### src/rtl/bcd_pkg.sv
`default_nettype none
// ============================================================================
// Module  : bcd_pkg
// Brief   : Shared code points, segment table and state encoding for the
//           PIO-driven BCD display.
// Rev     : 1.0  initial release
// ============================================================================
package bcd_pkg;

    localparam logic [3:0] BCD_SEP   = 4'hE;
    localparam logic [3:0] BCD_CLR   = 4'hF;
    localparam logic [6:0] SEG_BLANK = 7'h7F;

    // Active-low {g,f,e,d,c,b,a} patterns for digits 0..9.
    localparam logic [6:0] SEG_CODES [10] = '{
        7'h40, 7'h79, 7'h24, 7'h30, 7'h19,
        7'h12, 7'h02, 7'h78, 7'h00, 7'h10
    };

    typedef enum logic [1:0] {
        IDLE   = 2'd0,
        QUAL   = 2'd1,
        COMMIT = 2'd2
    } disp_state_t;

    typedef struct packed {
        logic       valid;
        logic [3:0] bcd;
    } slot_t;

    function automatic logic is_digit(input logic [3:0] code);
        return code <= 4'd9;
    endfunction

endpackage
`default_nettype wire

### src/rtl/bcd_to_seg7.sv
`default_nettype none
// ============================================================================
// Module  : bcd_to_seg7
// Brief   : Combinational {valid, bcd} to active-low seven-segment decoder.
// Rev     : 1.0  initial release
// ============================================================================
module bcd_to_seg7
    import bcd_pkg::*;
(
    input  logic       i_valid,
    input  logic [3:0] i_bcd,
    output logic [6:0] o_seg
);

    always_comb begin
        o_seg = SEG_BLANK;
        if (i_valid && is_digit(i_bcd)) begin
            o_seg = SEG_CODES[i_bcd];
        end
    end

endmodule
`default_nettype wire

### src/rtl/pio_bcd_display.sv
`default_nettype none
// ============================================================================
// Module  : pio_bcd_display
// Brief   : Qualifies PIO codes and shifts committed BCD digits into a
//           right-entry seven-segment display with registered outputs.
// Rev     : 1.0  initial release
// ============================================================================
module pio_bcd_display
    import bcd_pkg::*;
#(
    parameter int DIGITS        = 6,
    parameter int STABLE_CYCLES = 4
) (
    input  logic                          clk_clk,
    input  logic                          reset_reset_n,
    input  logic [3:0]                    pio_bcd,
    output logic [7*DIGITS-1:0]           hex_n,
    output logic [$clog2(DIGITS+1)-1:0]   digit_count,
    output logic                          push_pulse,
    output logic                          err
);

    localparam int CNT_W  = $clog2(DIGITS + 1);
    localparam int STAB_W = $clog2(STABLE_CYCLES + 1);

    localparam logic [STAB_W-1:0] c_stab_max  = STAB_W'(STABLE_CYCLES);
    localparam logic [STAB_W-1:0] c_stab_one  = STAB_W'(1);
    localparam logic [CNT_W-1:0]  c_count_max = CNT_W'(DIGITS);

    disp_state_t         r_state;
    logic [3:0]          r_last;
    logic [3:0]          r_cand;
    logic [STAB_W-1:0]   r_stab_cnt;
    slot_t               r_slot [DIGITS];
    logic [CNT_W-1:0]    r_count;
    logic                r_err;
    logic [7*DIGITS-1:0] r_hex;

    slot_t               w_slot_next [DIGITS];
    logic [7*DIGITS-1:0] w_seg;
    logic                w_commit;
    logic                w_commit_digit;
    logic                w_commit_clr;
    logic                w_commit_inval;

    assign w_commit       = (r_state == COMMIT);
    assign w_commit_digit = w_commit && is_digit(r_cand);
    assign w_commit_clr   = w_commit && (r_cand == BCD_CLR);
    assign w_commit_inval = w_commit && !is_digit(r_cand)
                            && (r_cand != BCD_SEP) && (r_cand != BCD_CLR);

    // Qualification: a code must stay put for STABLE_CYCLES checks in QUAL.
    always_ff @(posedge clk_clk or negedge reset_reset_n) begin
        if (!reset_reset_n) begin
            r_state    <= IDLE;
            r_last     <= 4'h0;
            r_cand     <= 4'h0;
            r_stab_cnt <= '0;
        end else begin
            case (r_state)
                IDLE: begin
                    if (pio_bcd != r_last) begin
                        r_cand     <= pio_bcd;
                        r_stab_cnt <= c_stab_one;
                        r_state    <= QUAL;
                    end
                end
                QUAL: begin
                    if (pio_bcd != r_cand) begin
                        r_cand     <= pio_bcd;
                        r_stab_cnt <= c_stab_one;
                    end else if (pio_bcd == r_last) begin
                        r_state <= IDLE;
                    end else if (r_stab_cnt == c_stab_max) begin
                        r_state <= COMMIT;
                    end else begin
                        r_stab_cnt <= r_stab_cnt + c_stab_one;
                    end
                end
                COMMIT: begin
                    r_last  <= r_cand;
                    r_state <= IDLE;
                end
                default: r_state <= IDLE;
            endcase
        end
    end

    always_comb begin
        for (int k = 0; k < DIGITS; k++) begin
            w_slot_next[k] = r_slot[k];
        end
        if (w_commit_clr) begin
            for (int k = 0; k < DIGITS; k++) begin
                w_slot_next[k] = '0;
            end
        end else if (w_commit_digit) begin
            w_slot_next[0] = '{valid: 1'b1, bcd: r_cand};
            for (int k = 1; k < DIGITS; k++) begin
                w_slot_next[k] = r_slot[k-1];
            end
        end
    end

    // Decoding the next-state slots lets hex_n land together with the slots.
    generate
        for (genvar k = 0; k < DIGITS; k++) begin : g_digit
            bcd_to_seg7 u_seg (
                .i_valid (w_slot_next[k].valid),
                .i_bcd   (w_slot_next[k].bcd),
                .o_seg   (w_seg[7*k +: 7])
            );
        end
    endgenerate

    always_ff @(posedge clk_clk or negedge reset_reset_n) begin
        if (!reset_reset_n) begin
            for (int k = 0; k < DIGITS; k++) begin
                r_slot[k] <= '0;
            end
            r_count <= '0;
            r_err   <= 1'b0;
            r_hex   <= '1;
        end else begin
            for (int k = 0; k < DIGITS; k++) begin
                r_slot[k] <= w_slot_next[k];
            end
            r_hex <= w_seg;
            if (w_commit_clr) begin
                r_count <= '0;
                r_err   <= 1'b0;
            end else begin
                if (w_commit_digit && (r_count != c_count_max)) begin
                    r_count <= r_count + CNT_W'(1);
                end
                if (w_commit_inval) begin
                    r_err <= 1'b1;
                end
            end
        end
    end

    assign hex_n       = r_hex;
    assign digit_count = r_count;
    assign err         = r_err;
    assign push_pulse  = w_commit_digit;

endmodule
`default_nettype wire
### config.mk
export PLATFORM = sky130hd
export DESIGN_NAME = pio_bcd_display
export DESIGN_NICKNAME = d
export VERILOG_FILES = /design/src/rtl/bcd_pkg.sv /design/src/rtl/bcd_to_seg7.sv /design/src/rtl/pio_bcd_display.sv
export SDC_FILE = /design/constraint.sdc
export NUM_CORES = 1
export LEC_CHECK = 0
export CAP_MARGIN = 20
export CORE_MARGIN = 10
export CORE_UTILIZATION = 53
export CTS_BUF_LIST = sky130_fd_sc_hd__clkbuf_4
export DETAILED_ROUTE_END_ITERATION = 10
export PLACE_DENSITY = 0.78
export SYNTH_ARGS = -nofsm -noshare
export SYNTH_HDL_FRONTEND = slang
export SYNTH_SLANG_ARGS = --single-unit
### constraint.sdc
create_clock -name clk_clk -period 2.45 [get_ports clk_clk]
set_clock_uncertainty 0.15 [all_clocks]
set_input_delay 0.3675 -clock clk_clk [delete_from_list [all_inputs] [get_ports clk_clk]]
set_output_delay 0.3675 -clock clk_clk [all_outputs]
set_load 0.02 [all_outputs]
==> flow_metrics.env <==
export IMPL_status="finished with violations"
export IMPL_violations="setup timing"
export IMPL_fin_util_pct=73.59
export IMPL_fmax_mhz=387.7
export IMPL_multiInputGateArea_mm2=0.002640
export IMPL_cap_violations=0
export IMPL_p_leak_nw=2.719
export IMPL_antenna_found_initial=0
export IMPL_drv_slew=0
export IMPL_critPathArrivalTime_ps=2820
export IMPL_die_y_um=114.8
export IMPL_drt_iter0_drc=278
export IMPL_finalCritPeriodShare_pct=105.3
export IMPL_grt_max_degree=47
export IMPL_required_ps=2690
export IMPL_grt_pass1_wl_mm=19.16
export IMPL_grt_pass1_vias=3826
export IMPL_ys_seq_elements=89
export IMPL_die_area_mm2=0.01317
export IMPL_fin_area_mm2=0.006417
export IMPL_io_buffers=52
export IMPL_cts_buffer_depth=2
export IMPL_setup_viol=11
export IMPL_clk_latency_ps=470
export IMPL_clk_pin_slew_worst_paths_ps=150
export IMPL_wl_per_cell_um=17.93
export IMPL_async_flop_share_pct=100.0
export IMPL_core_area_mm2=0.008721
export IMPL_hold_ws_ps=291.4
export IMPL_crit_path_end_kind="flop"
export IMPL_ant_nets=0
export IMPL_start_util_pct=54.58
export IMPL_synth_edf_count=0
export IMPL_final_min_clock_period_ps=2579
export IMPL_syn_nets=490
export IMPL_io_pins=53
export IMPL_synth_ff_type="dfrtp_1"
export IMPL_htreeDepth=3
export IMPL_antennaDiodeCount=0
export IMPL_crit_slowest_cell="dfrtp_1"
export IMPL_cp_num_cells=12
export IMPL_crit_chain="buf_6, o21ai_4, nand2_4, buf_6, mux2i_2, or2_4, ha_4, nor2_2, or3_4, a21boi_4, buf_6, o31ai_4"
export IMPL_rsz0062_at_grt="true"
export IMPL_ys_seq_area_share_pct=47.90
export IMPL_numCtsBuffers=9
export IMPL_place_congestion=0.8824
export IMPL_crit_top_cell="buf_6"
export IMPL_clock_sinks=89
export IMPL_finalNetCount=600
export IMPL_placementRows=34
export IMPL_nFillCells=561
export IMPL_dpl_instance_area_mm2=0.005672
export IMPL_vias=3764
export IMPL_critPathKind="reg -> reg"
export IMPL_path_max_fanout=5
export IMPL_crit_family="simple AND/OR/NAND/NOR gates"
export IMPL_worst_slew_pin_slew_ps=601.0
export IMPL_avgSynthCellArea_um2=10.58
export IMPL_start_kind="flop"
export IMPL_synthesis_area_mm2=0.004760
export IMPL_area_growth_pct=34.83
export IMPL_firstDrtPassIters=5
export IMPL_final_common_cell="buf_4"
export IMPL_maxSlewHeadroom_pct=59.94
export IMPL_peakVddDrop_uv=267.3
export IMPL_power_density_mw_per_mm2=420.6
export IMPL_seqCellArea_mm2=0.002281
export IMPL_cpPeakStageDelay_ps=430
export IMPL_place_ws_ps=-70.89
export IMPL_hold_viol=0
export IMPL_wirelength_mm=12.07
export IMPL_drc_errors=0
export IMPL_r2r_cells=12
export IMPL_root_buffer="clkbuf_4"
export IMPL_final_cell_mix="buf_4 (54), clkdlybuf4s50_1 (50), dfrtp_1 (46)"
export IMPL_hold_class="in -> async"
export IMPL_grt_usage_pct=17.67
export IMPL_die_width_um=114.8
export IMPL_dp_hpwl_mm=8.084
export IMPL_netlist_instances=450
export IMPL_drive_gt1_share_pct=38.58
export IMPL_cts_tree="done"
export IMPL_grt_overflow_total=0
export IMPL_setup_ws_ps=-129.5
export IMPL_tns_ps=-772.3
export IMPL_synth_warnings=0
export IMPL_yosys_cell_types_count=60
export IMPL_worst_path_buf_inv=3
export IMPL_drt_vias_per_instance=5.593
==> stage by stage <==
stage / power [W] / std cells
final: 0.002699 / 673
after global routing: 0.002806 / 673
after CTS: 0.002702 / 662
after detailed placement: 0.001636 / 638
after global placement: 0.001632 / 638
after floorplan: 0.001571 / 450
==> cell type report <==
type / count / share of cell area [%]
flip-flops and latches: 89 / 35.54
well taps: 108 / 2.106
clock inverters: 7 / 1.930
inverters: 34 / 2.067
multi-input cells: 311 / 41.14
clock buffers: 9 / 1.053
repair buffers: 115 / 16.16
==> path summary, 6_finish.rpt <==
check,startpoint,to,slack [ps]
worst max-delay path,r_cand[1],hex_n[12],-130
worst min-delay path,reset_reset_n,r_stab_cnt[2],290
worst max register to register,r_cand[1],hex_n[12],-130
worst min register to register,r_last[3],r_last[3],370
max in group asynchronous,reset_reset_n,hex_n[31],1150
min in group clk_clk,r_last[3],r_last[3],370
==> routing by layer <==
metal  vias up  share of wire, %  global-route usage, %
met2        86                52                  29.22
met3        13               4.3                  3.802
li1       1795                 -                      -
met1      1870                42                  22.13
met4         0               1.6                  6.931
met5         -                 0                      0
==> sequential cells by signal (all words and copies together) (netlist names) <==
register,flops
digit_count,3
err,1
hex_n,42
r_cand,4
r_last,4
r_slot,30
r_stab_cnt,3
r_state,2
==> cells in the mapped netlist (2+ instances only) <==
master	count	area, µm²
o21ai_0	30	150.1
buf_2	5	25.02
o21bai_1	4	30.03
o31ai_1	8	60.06
inv_2	6	22.52
buf_6	4	45.04
a211o_1	2	17.52
nand2_1	36	135.1
o311ai_1	5	43.79
xnor2_1	7	61.31
and2_1	7	43.79
or2_2	5	31.28
ha_1	34	425.4
o211ai_1	10	75.07
a21oi_2	5	43.79
nand3_1	20	100.1
o21a_2	2	17.52
buf_4	8	60.06
a21oi_1	26	130.1
a21boi_2	2	22.52
a21o_1	4	30.03
o21ai_4	2	32.53
nor2_1	17	63.81
inv_1	28	105.1
and3_1	3	18.77
a21oi_4	3	48.80
mux2i_1	18	180.2
or3_1	3	18.77
mux2_2	5	56.30
a31oi_1	3	18.77
dfrtp_1	47	1176
o21ai_1	9	45.04
nor2b_1	2	12.51
nor3_1	7	35.03
nor3b_1	4	30.03
o21ai_2	4	35.03
dfstp_2	42	1104
==> report_power, final <==
part	internal [W]	switching (W)	total [W]
sequential	0.00148	0.00000566	0.00149
combinational	0.0000608	0.0000862	0.000147
clock	0.000527	0.000540	0.00107
total	0.00207	0.000632	0.00270
==> cell families (layout without fill, tap and decap cells) <==
group | after synthesis | count (layout) | synth area share, %
AND/OR/NAND/NOR | 116 | 117 | 12.51
adder cells (fa/ha/maj) | 34 | 34 | 8.938
AO/OA/AOI/OAI | 129 | 129 | 18.80
flip-flops | 89 | 89 | 47.90
buffers and inverters | 51 | 165 | 5.415
multiplexers | 23 | 23 | 4.968
XOR/XNOR | 8 | 8 | 1.472
==> timing repair <==
item / 4_1_cts / 5_1_grt
setup endpoints to repair: 24 / 39
gates resized for setup: 13 / 88
pin swaps: 9 / 23
setup buffers: 6 / 11
hold buffers: 1 / 0
cloned: 1 / 1
endpoints found under the hold margin: 25 / 0
Power figures use the tool's default switching activity.
